$ cat src/rtl/axil_reg_bridge_if.sv
// Bus bundle for axil_reg_bridge: AXI4-Lite slave channels plus the simple
// register-bus strobes toward the timer register block.
interface axil_reg_bridge_if #(
  parameter int AW = 4,
  parameter int DW = 32
);
  logic [AW-1:0]   s_awaddr;
  logic            s_awvalid;
  logic            s_awready;
  logic [DW-1:0]   s_wdata;
  logic [DW/8-1:0] s_wstrb;
  logic            s_wvalid;
  logic            s_wready;
  logic [1:0]      s_bresp;
  logic            s_bvalid;
  logic            s_bready;
  logic [AW-1:0]   s_araddr;
  logic            s_arvalid;
  logic            s_arready;
  logic [DW-1:0]   s_rdata;
  logic [1:0]      s_rresp;
  logic            s_rvalid;
  logic            s_rready;
  logic [AW-1:0]   reg_wr_addr;
  logic [DW-1:0]   reg_wr_data;
  logic            reg_wr_en;
  logic            reg_wr_ready;
  logic [AW-1:0]   reg_rd_addr;
  logic            reg_rd_en;
  logic [DW-1:0]   reg_rd_data;
  logic            reg_rd_valid;

  // Bridge side: AXI slave, register-bus initiator.
  modport slave (
    input  s_awaddr, s_awvalid, s_wdata, s_wstrb, s_wvalid, s_bready,
           s_araddr, s_arvalid, s_rready, reg_wr_ready, reg_rd_data, reg_rd_valid,
    output s_awready, s_wready, s_bresp, s_bvalid, s_arready, s_rdata, s_rresp,
           s_rvalid, reg_wr_addr, reg_wr_data, reg_wr_en, reg_rd_addr, reg_rd_en
  );

  // Environment side: AXI master plus the register block.
  modport master (
    output s_awaddr, s_awvalid, s_wdata, s_wstrb, s_wvalid, s_bready,
           s_araddr, s_arvalid, s_rready, reg_wr_ready, reg_rd_data, reg_rd_valid,
    input  s_awready, s_wready, s_bresp, s_bvalid, s_arready, s_rdata, s_rresp,
           s_rvalid, reg_wr_addr, reg_wr_data, reg_wr_en, reg_rd_addr, reg_rd_en
  );
endinterface

$ cat src/rtl/axil_reg_bridge.sv
// AXI4-Lite slave to register-bus bridge. Independent write and read engines,
// each with its own bus-timeout counter; one outstanding transaction per channel.
module axil_reg_bridge #(
  parameter int AW      = 4,
  parameter int DW      = 32,
  parameter int TIMEOUT = 16
) (
  input logic              clk,
  input logic              rstn,
  axil_reg_bridge_if.slave bus
);

  localparam int              SW          = DW / 8;
  localparam int              CW          = $clog2(TIMEOUT);
  localparam logic [CW-1:0]   CNT_LAST    = CW'(TIMEOUT - 1);
  localparam logic [1:0]      RESP_OKAY   = 2'b00;
  localparam logic [1:0]      RESP_SLVERR = 2'b10;

  typedef enum logic [1:0] {W_IDLE, W_REG, W_RESP} wr_state_t;
  typedef enum logic [1:0] {R_IDLE, R_REG, R_RESP} rd_state_t;

  wr_state_t       wr_state;
  logic            aw_held, w_held;
  logic [AW-1:0]   aw_addr_q;
  logic [DW-1:0]   w_data_q;
  logic [SW-1:0]   w_strb_q;
  logic [CW-1:0]   wr_cnt;

  rd_state_t       rd_state;
  logic [CW-1:0]   rd_cnt;

  logic            aw_hs, w_hs, aw_have, w_have, ar_hs;
  logic [AW-1:0]   wr_addr_sel;
  logic [DW-1:0]   wr_data_sel;
  logic [SW-1:0]   wr_strb_sel;
  logic            wr_bad;

  // Handshake detection; a beat arriving this cycle counts as held so the
  // engine can leave idle on the same edge that completes the AW/W pair.
  always_comb begin
    aw_hs       = bus.s_awready & bus.s_awvalid;
    w_hs        = bus.s_wready & bus.s_wvalid;
    ar_hs       = bus.s_arready & bus.s_arvalid;
    aw_have     = aw_held | aw_hs;
    w_have      = w_held | w_hs;
    wr_addr_sel = aw_held ? aw_addr_q : bus.s_awaddr;
    wr_data_sel = w_held ? w_data_q : bus.s_wdata;
    wr_strb_sel = w_held ? w_strb_q : bus.s_wstrb;
    wr_bad      = (wr_addr_sel[1:0] != 2'b00) || (wr_strb_sel != '1);
  end

  // Write engine: collect AW and W, strobe the register bus, return B.
  always_ff @(posedge clk or negedge rstn) begin
    if (!rstn) begin
      wr_state        <= W_IDLE;
      aw_held         <= 1'b0;
      w_held          <= 1'b0;
      aw_addr_q       <= '0;
      w_data_q        <= '0;
      w_strb_q        <= '0;
      wr_cnt          <= '0;
      bus.s_awready   <= 1'b0;
      bus.s_wready    <= 1'b0;
      bus.s_bvalid    <= 1'b0;
      bus.s_bresp     <= '0;
      bus.reg_wr_en   <= 1'b0;
      bus.reg_wr_addr <= '0;
      bus.reg_wr_data <= '0;
    end else begin
      case (wr_state)
        W_IDLE: begin
          if (aw_hs) begin
            aw_addr_q <= bus.s_awaddr;
            aw_held   <= 1'b1;
          end
          if (w_hs) begin
            w_data_q <= bus.s_wdata;
            w_strb_q <= bus.s_wstrb;
            w_held   <= 1'b1;
          end
          bus.s_awready <= !aw_have;
          bus.s_wready  <= !w_have;
          if (aw_have && w_have) begin
            aw_held <= 1'b0;
            w_held  <= 1'b0;
            if (wr_bad) begin
              bus.s_bvalid <= 1'b1;
              bus.s_bresp  <= RESP_SLVERR;
              wr_state     <= W_RESP;
            end else begin
              bus.reg_wr_en   <= 1'b1;
              bus.reg_wr_addr <= wr_addr_sel;
              bus.reg_wr_data <= wr_data_sel;
              wr_cnt          <= '0;
              wr_state        <= W_REG;
            end
          end
        end
        W_REG: begin
          if (bus.reg_wr_ready) begin
            bus.reg_wr_en <= 1'b0;
            bus.s_bvalid  <= 1'b1;
            bus.s_bresp   <= RESP_OKAY;
            wr_state      <= W_RESP;
          end else if (wr_cnt == CNT_LAST) begin
            bus.reg_wr_en <= 1'b0;
            bus.s_bvalid  <= 1'b1;
            bus.s_bresp   <= RESP_SLVERR;
            wr_state      <= W_RESP;
          end else begin
            wr_cnt <= wr_cnt + CW'(1);
          end
        end
        W_RESP: begin
          if (bus.s_bready) begin
            bus.s_bvalid  <= 1'b0;
            bus.s_bresp   <= RESP_OKAY;
            bus.s_awready <= 1'b1;
            bus.s_wready  <= 1'b1;
            wr_state      <= W_IDLE;
          end
        end
        default: wr_state <= W_IDLE;
      endcase
    end
  end

  // Read engine: accept AR, hold the register read request, return R.
  always_ff @(posedge clk or negedge rstn) begin
    if (!rstn) begin
      rd_state        <= R_IDLE;
      rd_cnt          <= '0;
      bus.s_arready   <= 1'b0;
      bus.s_rvalid    <= 1'b0;
      bus.s_rdata     <= '0;
      bus.s_rresp     <= '0;
      bus.reg_rd_en   <= 1'b0;
      bus.reg_rd_addr <= '0;
    end else begin
      case (rd_state)
        R_IDLE: begin
          if (ar_hs) begin
            bus.s_arready <= 1'b0;
            if (bus.s_araddr[1:0] != 2'b00) begin
              bus.s_rdata  <= '0;
              bus.s_rresp  <= RESP_SLVERR;
              bus.s_rvalid <= 1'b1;
              rd_state     <= R_RESP;
            end else begin
              bus.reg_rd_addr <= bus.s_araddr;
              bus.reg_rd_en   <= 1'b1;
              rd_cnt          <= '0;
              rd_state        <= R_REG;
            end
          end else begin
            bus.s_arready <= 1'b1;
          end
        end
        R_REG: begin
          if (bus.reg_rd_valid) begin
            bus.reg_rd_en <= 1'b0;
            bus.s_rdata   <= bus.reg_rd_data;
            bus.s_rresp   <= RESP_OKAY;
            bus.s_rvalid  <= 1'b1;
            rd_state      <= R_RESP;
          end else if (rd_cnt == CNT_LAST) begin
            bus.reg_rd_en <= 1'b0;
            bus.s_rdata   <= DW'(32'hDEAD_BEEF);
            bus.s_rresp   <= RESP_SLVERR;
            bus.s_rvalid  <= 1'b1;
            rd_state      <= R_RESP;
          end else begin
            rd_cnt <= rd_cnt + CW'(1);
          end
        end
        R_RESP: begin
          if (bus.s_rready) begin
            bus.s_rvalid  <= 1'b0;
            bus.s_arready <= 1'b1;
            rd_state      <= R_IDLE;
          end
        end
        default: rd_state <= R_IDLE;
      endcase
    end
  end

endmodule

$ cat src/flat_wrapper.sv
// flat-port wrapper written by rule: the top's interface ports become plain ports
module axil_reg_bridge_flat 
#(
  parameter int AW      = 4,
  parameter int DW      = 32,
  parameter int TIMEOUT = 16
)
  (clk, rstn, bus_s_awaddr, bus_s_awvalid, bus_s_wdata, bus_s_wstrb, bus_s_wvalid, bus_s_bready, bus_s_araddr, bus_s_arvalid, bus_s_rready, bus_reg_wr_ready, bus_reg_rd_data, bus_reg_rd_valid, bus_s_awready, bus_s_wready, bus_s_bresp, bus_s_bvalid, bus_s_arready, bus_s_rdata, bus_s_rresp, bus_s_rvalid, bus_reg_wr_addr, bus_reg_wr_data, bus_reg_wr_en, bus_reg_rd_addr, bus_reg_rd_en);
  axil_reg_bridge_if #(.AW(AW), .DW(DW)) bus_i ();
  input logic clk;
  input logic rstn;
  input wire logic [$bits(bus_i.s_awaddr)-1:0] bus_s_awaddr;
  input wire logic [$bits(bus_i.s_awvalid)-1:0] bus_s_awvalid;
  input wire logic [$bits(bus_i.s_wdata)-1:0] bus_s_wdata;
  input wire logic [$bits(bus_i.s_wstrb)-1:0] bus_s_wstrb;
  input wire logic [$bits(bus_i.s_wvalid)-1:0] bus_s_wvalid;
  input wire logic [$bits(bus_i.s_bready)-1:0] bus_s_bready;
  input wire logic [$bits(bus_i.s_araddr)-1:0] bus_s_araddr;
  input wire logic [$bits(bus_i.s_arvalid)-1:0] bus_s_arvalid;
  input wire logic [$bits(bus_i.s_rready)-1:0] bus_s_rready;
  input wire logic [$bits(bus_i.reg_wr_ready)-1:0] bus_reg_wr_ready;
  input wire logic [$bits(bus_i.reg_rd_data)-1:0] bus_reg_rd_data;
  input wire logic [$bits(bus_i.reg_rd_valid)-1:0] bus_reg_rd_valid;
  output wire logic [$bits(bus_i.s_awready)-1:0] bus_s_awready;
  output wire logic [$bits(bus_i.s_wready)-1:0] bus_s_wready;
  output wire logic [$bits(bus_i.s_bresp)-1:0] bus_s_bresp;
  output wire logic [$bits(bus_i.s_bvalid)-1:0] bus_s_bvalid;
  output wire logic [$bits(bus_i.s_arready)-1:0] bus_s_arready;
  output wire logic [$bits(bus_i.s_rdata)-1:0] bus_s_rdata;
  output wire logic [$bits(bus_i.s_rresp)-1:0] bus_s_rresp;
  output wire logic [$bits(bus_i.s_rvalid)-1:0] bus_s_rvalid;
  output wire logic [$bits(bus_i.reg_wr_addr)-1:0] bus_reg_wr_addr;
  output wire logic [$bits(bus_i.reg_wr_data)-1:0] bus_reg_wr_data;
  output wire logic [$bits(bus_i.reg_wr_en)-1:0] bus_reg_wr_en;
  output wire logic [$bits(bus_i.reg_rd_addr)-1:0] bus_reg_rd_addr;
  output wire logic [$bits(bus_i.reg_rd_en)-1:0] bus_reg_rd_en;
  assign bus_i.s_awaddr = bus_s_awaddr;
  assign bus_i.s_awvalid = bus_s_awvalid;
  assign bus_i.s_wdata = bus_s_wdata;
  assign bus_i.s_wstrb = bus_s_wstrb;
  assign bus_i.s_wvalid = bus_s_wvalid;
  assign bus_i.s_bready = bus_s_bready;
  assign bus_i.s_araddr = bus_s_araddr;
  assign bus_i.s_arvalid = bus_s_arvalid;
  assign bus_i.s_rready = bus_s_rready;
  assign bus_i.reg_wr_ready = bus_reg_wr_ready;
  assign bus_i.reg_rd_data = bus_reg_rd_data;
  assign bus_i.reg_rd_valid = bus_reg_rd_valid;
  assign bus_s_awready = bus_i.s_awready;
  assign bus_s_wready = bus_i.s_wready;
  assign bus_s_bresp = bus_i.s_bresp;
  assign bus_s_bvalid = bus_i.s_bvalid;
  assign bus_s_arready = bus_i.s_arready;
  assign bus_s_rdata = bus_i.s_rdata;
  assign bus_s_rresp = bus_i.s_rresp;
  assign bus_s_rvalid = bus_i.s_rvalid;
  assign bus_reg_wr_addr = bus_i.reg_wr_addr;
  assign bus_reg_wr_data = bus_i.reg_wr_data;
  assign bus_reg_wr_en = bus_i.reg_wr_en;
  assign bus_reg_rd_addr = bus_i.reg_rd_addr;
  assign bus_reg_rd_en = bus_i.reg_rd_en;
  axil_reg_bridge #(.AW(AW), .DW(DW), .TIMEOUT(TIMEOUT)) u_core (.clk(clk), .rstn(rstn), .bus(bus_i));
endmodule
$ cat config.mk
export PLATFORM = sky130hd
export DESIGN_NAME = axil_reg_bridge_flat
export DESIGN_NICKNAME = d
export VERILOG_FILES = /design/src/rtl/axil_reg_bridge_if.sv /design/src/rtl/axil_reg_bridge.sv /design/src/flat_wrapper.sv
export SDC_FILE = /design/constraint.sdc
export NUM_CORES = 1
export LEC_CHECK = 0
export CORE_MARGIN = 8
export CORE_UTILIZATION = 45
export CTS_CLUSTER_SIZE = 20
export DETAILED_ROUTE_END_ITERATION = 10
export HOLD_SLACK_MARGIN = 0.08
export PLACE_DENSITY = 0.76
export SLEW_MARGIN = 20
export SYNTH_ARGS = -nofsm -noshare
export SYNTH_HDL_FRONTEND = slang
export SYNTH_SLANG_ARGS = --single-unit
$ cat constraint.sdc
create_clock -name clk -period 3.12 [get_ports clk]
set_input_delay 0.624 -clock clk [delete_from_list [all_inputs] [get_ports clk]]
set_output_delay 0.624 -clock clk [all_outputs]
set_load 0.05 [all_outputs]
==> impl_metrics.env, run 1 <==
export IMPL_num_rows=41
export IMPL_synthTopCellsByArea="dfrtp_1 58%, mux2_2 21%, o21ai_0 4.6%"
export IMPL_synth_distinct_cells=45
export IMPL_cts_tree="done"
export IMPL_diodes=0
export IMPL_cts_sinks=135
export IMPL_ant_nets=0
export IMPL_ir_drop_mv=0.515
export IMPL_drt_initial_drc_count=210
export IMPL_critPathKind="flop to output port"
export IMPL_via_count=4179
export IMPL_dp_slack_ps=503
export IMPL_async_reset_ff_share_pct=100
export IMPL_cts_htree_levels=4
export IMPL_ctsResizeCount=0
export IMPL_gp_congestion=0.841
export IMPL_finalMaxSlewViolations=0
export IMPL_p_leak_uw=0.00354
export IMPL_critPathLaunchType="flop"
export IMPL_netlist_area_um2=5790
export IMPL_p_int_uw=5030
export IMPL_postCtsSetupBuffers=0
export IMPL_synth_top_area_cell="dfrtp_1"
export IMPL_worstPathRequired_ps=2500
export IMPL_fin_worst_skew_ps=5.74
export IMPL_worstPathArrival_ps=1650
export IMPL_status="finished, final reports clean"
export IMPL_routed_via_density=5.19
export IMPL_fin_ws_ps=845
export IMPL_ctsLongestPathBuffers=2
export IMPL_port_buffers=165
export IMPL_start_util_pct=46.0
export IMPL_path_depth=1
export IMPL_fp_dieW_um=129
export IMPL_period_share_pct=72.9
export IMPL_crit_path_end_kind="output port"
export IMPL_syn_avg_cell_area_um2=12.6
export IMPL_cp_top_family="buffers and inverters"
export IMPL_cts_buffers=17
export IMPL_grt_ovfl_total=0
export IMPL_final_cells=805
export IMPL_design_die_area_um2=16700
export IMPL_r2r_cells=5
export IMPL_power_density_nw_per_um2=994
export IMPL_finalCoreUtilization_pct=65.2
export IMPL_synth_warnings=0
export IMPL_rsz0062_at_grt="false"
export IMPL_fmax_mhz=440
export IMPL_critPathMaxFanout=4
export IMPL_clk_pin_slew_ps=60
export IMPL_hold_slack_ps=245
export IMPL_routed_wirelength_um=14200
export IMPL_worst_path_max_delay_cell="clkdlybuf4s50_1"
export IMPL_hold_path_class="primary input to async pin"
export IMPL_max_slew_margin_pct=51.6
export IMPL_cts_root_buffer="clkbuf_16"
export IMPL_die_h_um=129
export IMPL_max_stage_delay_ps=840
export IMPL_dp_hpwl_um=10000
export IMPL_firstDrtPassIters=4
export IMPL_gr_usage_all_layers_pct=17.5
export IMPL_clkPwrFrac_pct=23.2
export IMPL_synth_ff_type="dfrtp_1"
export IMPL_synth_top_area_share_pct=58.4
export IMPL_grt_pass1_wl_um=22900
export IMPL_pin_count=168
export IMPL_ys_ff_latch=135
export IMPL_hold_violations=0
export IMPL_placed_cells=773
export IMPL_post_synth_top_count_cell="dfrtp_1"
export IMPL_netSwitchingPower_uw=3110
export IMPL_syn_inst=458
export IMPL_final_setup_tns_ps=0
export IMPL_clock_latency_ps=410
export IMPL_final_nets=707
export IMPL_syn_to_final_growth_pct=41.6
export IMPL_cp_cell_sequence="clkdlybuf4s50_1"
export IMPL_core_area_um2=12600
export IMPL_combPwrFrac_pct=42.3
export IMPL_setup_viol=0
export IMPL_hold_buffers=0
export IMPL_yosysSeqAreaShare_pct=58.4
export IMPL_max_cap_viol_count=0
export IMPL_sequentialPowerShare_pct=34.4
export IMPL_critPathBufInv=1
export IMPL_synth_common_cells="135 x dfrtp_1, 107 x mux2_2, 53 x o21ai_0"
export IMPL_grt_pass1_vias=4494
export IMPL_antenna_found_initial=0
export IMPL_routedWlPerCell_um=17.6
export IMPL_switching_share_pct=38.3
export IMPL_tightestPinTransition_ps=726
export IMPL_drive_gt1_share_pct=23.7
export IMPL_grt_max_degree=82
export IMPL_finalCriticalPeriod_ps=2270
export IMPL_drc=0
export IMPL_synth_edf_count=0
==> cell usage in the layout, fill, tap and decap left out, drive strengths merged, types with 2 or more instances in the layout <==
| cell | count |
|---|---|
| clkdlybuf4s50 | 164 |
| dfrtp | 135 |
| mux2 | 110 |
| o21ai | 53 |
| nand2 | 35 |
| clkbuf | 24 |
| nor2 | 12 |
| a21oi | 10 |
| inv | 9 |
| a22o | 9 |
| buf | 7 |
| and2 | 5 |
| nand3 | 5 |
| clkinv | 5 |
| and3 | 5 |
| o22a | 4 |
| or3 | 3 |
| nand2b | 2 |
| a31oi | 2 |
| o32ai | 2 |
| nor3b | 2 |
| o31ai | 2 |
| o2bb2ai | 2 |
| o22ai | 2 |
| ha | 2 |
| conb | 2 |
| clkinvlp | 2 |
| nor3 | 2 |
==> layout make-up <==
class | instances | area, µm²
Inverter | 9 | 33.8
Fill cell | 971 | 4380
Multi-Input combinational cell | 286 | 2260
Timing Repair Buffer | 171 | 1740
Sequential cell | 135 | 3380
Clock inverter | 8 | 70.1
Clock buffer | 24 | 502
Tap cell | 172 | 215
==> sequential cells by signal, indices dropped and copies added (netlist names), 2 cells and up <==
signal / cells
u_core.aw_addr_q: 4
u_core.bus.reg_rd_addr: 4
u_core.bus.reg_wr_addr: 4
u_core.bus.reg_wr_data: 32
u_core.bus.s_rdata: 32
u_core.rd_cnt: 4
u_core.rd_state: 2
u_core.w_data_q: 32
u_core.w_strb_q: 4
u_core.wr_cnt: 4
u_core.wr_state: 2
==> cell families after synthesis <==
kind of cell	count (synthesis)	share of synthesized area (%)
buffers and inverters	38	2.98
xor gates and xnor gates	2	0.303
other	1	0.0648
DFF	135	58.4
AOI/OAI and AO/OA	91	9.51
muxes	111	21.6
and+or+nand+nor	78	6.75
adders and majority gates	2	0.432
==> final timing paths <==
check,start,slack (ps),endpoint
max,u_core.bus.s_arready,850,bus_s_arready
min,rstn,240,u_core.w_held
max reg2reg,u_core.wr_state[0],940,u_core.bus.reg_wr_data[9]
min reg2reg,u_core.bus.s_rdata[23],480,u_core.bus.s_rdata[23]
max in group asynchronous,rstn,2090,u_core.bus.reg_wr_data[20]
min in group clk,u_core.bus.s_rdata[23],480,u_core.bus.s_rdata[23]
==> per-layer routing <==
layer / vias up / GRT usage [%] / wire length [µm]
met4: 0 / 6.43 / 140
met3: 14 / 8.34 / 1610
met5: - / 0 / 0
li1: 1959 / - / -
met2: 149 / 27.3 / 6510
met1: 2057 / 20.7 / 5930
==> power groups by stage <==
stage / logic (µW) / clock network, µW / registers (µW)
floorplan: 1230 / 0 / 3870
global placement: 3400 / 0 / 2790
detailed placement: 3480 / 0 / 2830
CTS: 3490 / 1930 / 2810
global route: 3660 / 2010 / 2890
finish: 3450 / 1890 / 2800
==> metrics by stage <==
| step | power (µW) | instance area (µm²) |
|---|---|---|
| finish | 8140 | 8190 |
| global route | 8560 | 8190 |
| CTS | 8230 | 8190 |
| detailed placement | 6310 | 7620 |
| global placement | 6190 | 7620 |
| floorplan | 5100 | 5790 |
(Power assumes the default switching activity.)
==> inputs of run 2 (changes only) <==
Settings changed: CORE_UTILIZATION 45 to 43.
Clock period 3.12 ns to 1.95 ns, I/O delays scaled along.
==> impl_metrics.env, run 2 (same netlist as run 1, synthesis figures left out) <==
export IMPL_status="finished, final reports clean"
export IMPL_period_share_pct=97.7
export IMPL_critPathLaunchType="flop"
export IMPL_r2r_cells=5
export IMPL_ant_nets=0
export IMPL_drc=0
export IMPL_setup_viol=0
export IMPL_layout_commonest_cell="dfrtp_1"
export IMPL_design_die_area_um2=17400
export IMPL_routed_wirelength_um=15000
export IMPL_pin_count=168
export IMPL_drt_initial_drc_count=247
export IMPL_syn_to_final_growth_pct=45.2
export IMPL_timing_rr_end="u_core.bus.reg_wr_data[0]"
export IMPL_stdcell_area_um2=8400
export IMPL_crit_path_end_kind="flop"
export IMPL_cts_root_buffer="clkbuf_16"
export IMPL_routedWlPerCell_um=18.0
export IMPL_worstPathRequired_ps=2250
export IMPL_start_util_pct=43.9
export IMPL_firstDrtPassIters=5
export IMPL_max_cap_viol_count=0
export IMPL_final_cells=832
export IMPL_gp_congestion=0.848
export IMPL_via_count=4306
export IMPL_hold_violations=0
export IMPL_antenna_found_initial=0
export IMPL_core_area_um2=13200
export IMPL_cts_buffers=17
export IMPL_startpoint="u_core.wr_state[1]"
export IMPL_worstPathArrival_ps=2200
export IMPL_p_leak_uw=0.00401
export IMPL_final_nets=730
export IMPL_drive_gt1_share_pct=29.3
export IMPL_dp_hpwl_um=10700
export IMPL_fmax_mhz=525
export IMPL_final_cell_mix="132 x dfrtp_1, 106 x mux2_2, 83 x clkdlybuf4s50_1"
export IMPL_routed_via_density=5.18
export IMPL_hold_path_class="flop to flop"
export IMPL_tightestPinTransition_ps=543
export IMPL_finalCoreUtilization_pct=63.7
export IMPL_r2r_start="u_core.wr_state[1]"
export IMPL_min_path_cells=2
export IMPL_finalCriticalPeriod_ps=1900
export IMPL_cts_tree="done"
export IMPL_ir_drop_mv=0.955
export IMPL_final_setup_tns_ps=0
export IMPL_power_total_uw=13600
export IMPL_fin_worst_skew_ps=6.81
export IMPL_postCtsSetupBuffers=0
export IMPL_cts_sinks=135
export IMPL_max_slew_margin_pct=63.9
export IMPL_critPathKind="flop to flop"
export IMPL_grt_pass1_vias=4788
export IMPL_finalMaxSlewViolations=0
export IMPL_clock_latency_ps=410
export IMPL_die_h_um=132
export IMPL_critPathMaxFanout=24
export IMPL_placed_cells=799
export IMPL_fp_dieW_um=132
export IMPL_port_buffers=165
export IMPL_reg2reg_slack_ps=50
export IMPL_grt_ovfl_total=0
export IMPL_clk_pin_slew_ps=60
export IMPL_rsz0062_at_grt="true"
export IMPL_power_density_nw_per_um2=1610
export IMPL_diodes=0
export IMPL_largestRegisters="u_core.bus.reg_wr_data (32), u_core.bus.s_rdata (32), u_core.w_data_q (32)"
export IMPL_num_rows=42
export IMPL_gr_usage_all_layers_pct=17.9
export IMPL_worstHoldStart="u_core.bus.s_rdata[5]"
export IMPL_detailed_place_area_um2=7800
export IMPL_grt_pass1_wl_um=25100
export IMPL_grt_max_degree=68
export IMPL_ctsLongestPathBuffers=2
export IMPL_hold_end="u_core.bus.s_rdata[5]"
export IMPL_cts_htree_levels=4
[run 2: how the worst max path moves through the flow]
stage | slack, ps | end
floorplan | -130 | u_core.bus.reg_wr_addr[2]
global placement | -310 | u_core.bus.reg_wr_data[22]
detailed placement | -360 | u_core.bus.reg_wr_data[11]
CTS | 20 | u_core.bus.reg_wr_data[11]
global route | -10 | u_core.bus.reg_wr_data[28]
finish | 50 | u_core.bus.reg_wr_data[0]
[run 2: layer usage]
layer	routed length [µm]	GRT usage, %
met5	0	0
met4	183	6.96
met2	7020	28.2
met3	1590	8.88
met1	6180	20.3
[run 2: report_power, final]
group	switching [µW]	internal [µW]	total, µW
clock network	1230	2400	3640
logic	3340	2130	5470
registers	610	3850	4460
total	5180	8390	13600
[run 2: cell type report]
class                           instances  area (µm²)
Clock inverter                         15         249
Clock buffer                           17         425
Fill cell                            1050        4790
Sequential cell                       135        3380
Tap cell                              176         220
Inverter                                9        33.8
Multi-Input combinational cell        286        2260
Timing Repair Buffer                  194        1830
[run 2: worst max-delay path, cell delays in order, from the launching register on]
cell and delay, ps:
dfrtp_1 370, or2_1 250, or3_4 360, nor3_4 210
buf_12 230, mux2_2 360
[run 2: what timing repair did]
action	4_1_cts	5_1_grt
gates resized for setup	66	1
hold endpoints to repair	41	0
hold buffers	1	0
endpoints found under the setup margin	66	9
[run 2: through the flow]
step	setup slack (ps)	hold WS, ps
after detailed placement	-358	343
after global routing	-9.62	510
after global placement	-315	335
after floorplan	-132	94.4
final	45.5	474
after CTS	21.6	479
==> inputs of run 3 (changes only) <==
Settings changed: CAP_MARGIN set to 20, GPL_TIMING_DRIVEN set to 0, SLEW_MARGIN 20 to 25.
==> impl_metrics.env, run 3 (same netlist as run 1, synthesis figures left out) <==
export IMPL_grt_max_degree=70
export IMPL_critPathLaunchType="primary input"
export IMPL_cts_tree="done"
export IMPL_crit_path_end_kind="flop"
export IMPL_grt_pass1_vias=4857
export IMPL_max_slew_margin_pct=53.9
export IMPL_routed_wirelength_um=15700
export IMPL_start_util_pct=43.9
export IMPL_hold_violations=0
export IMPL_wl_met1_um=6300
export IMPL_power_density_nw_per_um2=1550
export IMPL_wl_met3_um=1640
export IMPL_cp_top_family="buffers and inverters"
export IMPL_setup_viol=7
export IMPL_port_buffers=165
export IMPL_dp_slack_ps=-793
export IMPL_core_area_um2=13200
export IMPL_finalCriticalPeriod_ps=2000
export IMPL_fmax_mhz=501
export IMPL_num_rows=42
export IMPL_layout_commonest_cell="dfrtp_1"
export IMPL_status="finished with violations"
export IMPL_critPathBufInv=4
export IMPL_fin_ws_ps=-47.3
export IMPL_cts_root_buffer="clkbuf_16"
export IMPL_max_cap_viol_count=0
export IMPL_routedWlPerCell_um=18.6
export IMPL_antenna_found_initial=0
export IMPL_cts_buffers=17
export IMPL_fp_dieW_um=132
export IMPL_ir_drop_mv=0.862
export IMPL_pin_count=168
export IMPL_ant_nets=0
export IMPL_period_share_pct=102
export IMPL_cts_sinks=135
export IMPL_critPathKind="primary input to flop"
export IMPL_final_nets=742
export IMPL_tightestPinTransition_ps=689
export IMPL_critPathMaxFanout=5
export IMPL_cp_cell_sequence="clkdlybuf4s50_1, a21oi_2, or3_4, nor3_4, buf_6, buf_12, buf_8, mux2_4"
export IMPL_hold_path_class="flop to flop"
export IMPL_cts_htree_levels=4
export IMPL_ctsLongestPathBuffers=2
export IMPL_die_h_um=132
export IMPL_grt_pass1_wl_um=26000
export IMPL_rsz0062_at_grt="true"
export IMPL_syn_to_final_growth_pct=46.6
export IMPL_worstPathArrival_ps=2290
export IMPL_worst_path_max_delay_cell="clkdlybuf4s50_1"
export IMPL_drt_initial_drc_count=196
export IMPL_failed_checks="setup timing"
export IMPL_clock_latency_ps=420
export IMPL_firstDrtPassIters=4
export IMPL_dp_hpwl_um=11300
export IMPL_fin_worst_skew_ps=6.50
export IMPL_max_stage_delay_ps=520
export IMPL_via_count=4339
export IMPL_diodes=0
export IMPL_routed_via_density=5.14
export IMPL_grt_ovfl_total=0
export IMPL_clk_pin_slew_ps=60
export IMPL_drc=0
export IMPL_gp_congestion=0.833
export IMPL_worstPathRequired_ps=2240
export IMPL_finalMaxSlewViolations=0
export IMPL_gr_usage_all_layers_pct=18.6
export IMPL_met2_length_um=7530
export IMPL_largestRegisters="u_core.bus.reg_wr_data (32), u_core.bus.s_rdata (32), u_core.w_data_q (32)"
export IMPL_p_leak_uw=0.00405
export IMPL_design_die_area_um2=17400
export IMPL_drive_gt1_share_pct=26.9
export IMPL_final_cell_mix="130 x dfrtp_1, 84 x mux2_2, 82 x clkdlybuf4s50_1, 82 x dlygate4sd2_1, 53 x o21ai_0"
export IMPL_highest_layer="met4"
export IMPL_finalCoreUtilization_pct=64.3
==> run 3: cell types whose count changed in the layout (fill, tap and decap cells not counted), moves of 14 or more <==
cell	change
buf_4	-24
mux2_2	-22
mux2_4	+22
dlygate4sd2_1	+16
clkbuf_1	+14
==> run 3: repair_timing <==
item	CTS	global route
pin swaps	2	1
gates resized for setup	114	31
cloned	1	0
endpoints found under the setup margin	170	79
endpoints found under the hold margin	66	0
setup buffers	11	4
hold buffers	1	0
==> run 3: worst reg2reg max path, cell delays in order, from the launching register on <==
cell	delay (ps)
dfrtp_1	410
or2_4	240
or3_4	340
nor3_4	170
buf_6	180
buf_12	110
buf_8	120
mux2_4	300
==> run 3: area by class of cell <==
| cell class | instances | area, µm² |
|---|---|---|
| Sequential cell | 135 | 3380 |
| Fill cell | 1048 | 4700 |
| Buffer | 24 | 165 |
| Tap cell | 176 | 220 |
| Clock buffer | 23 | 458 |
| Timing Repair Buffer | 182 | 1740 |
| Clock inverter | 9 | 125 |
| Multi-Input combinational cell | 286 | 2360 |
| Inverter | 9 | 33.8 |
==> run 3: where the power goes <==
group          leakage, µW  internal (µW)  total [µW]  switching, µW
clock             0.000281           2030        3160           1130
combinational      0.00204           2140        5500           3360
sequential         0.00173           3850        4490            632
==> run 3: per-stage QoR <==
stage	hold slack (ps)	instances	TNS, ps	total power, µW	cell area [µm²]
floorplan	94.4	459	-3480	8170	5800
global placement	461	800	-693680	9960	7670
detailed placement	380	801	-62960	10200	7700
CTS	477	843	-660	13100	8410
global route	508	844	-563	13900	8490
finish	471	844	-224	13200	8490
==> run 3: layer usage <==
metal / up-vias / track usage [%]
met4: 0 / 6.83
met2: 163 / 30.3
met3: 24 / 8.73
met5: - / 0
li1: 2031 / -
met1: 2121 / 20.9
==> run 3: path summary, 6_finish.rpt <==
kind,start,end,slack [ps],depth (start not counted)
max reg2reg,u_core.wr_state[1],u_core.bus.reg_wr_data[28],-40,7
min reg2reg,u_core.bus.s_rdata[5],u_core.bus.s_rdata[5],470,2
min in group asynchronous,rstn,u_core.w_data_q[11],510,2
max in group asynchronous,rstn,u_core.bus.s_arready,710,3
min,u_core.bus.s_rdata[5],u_core.bus.s_rdata[5],470,2
max,bus_s_awvalid,u_core.bus.reg_wr_data[28],-50,8
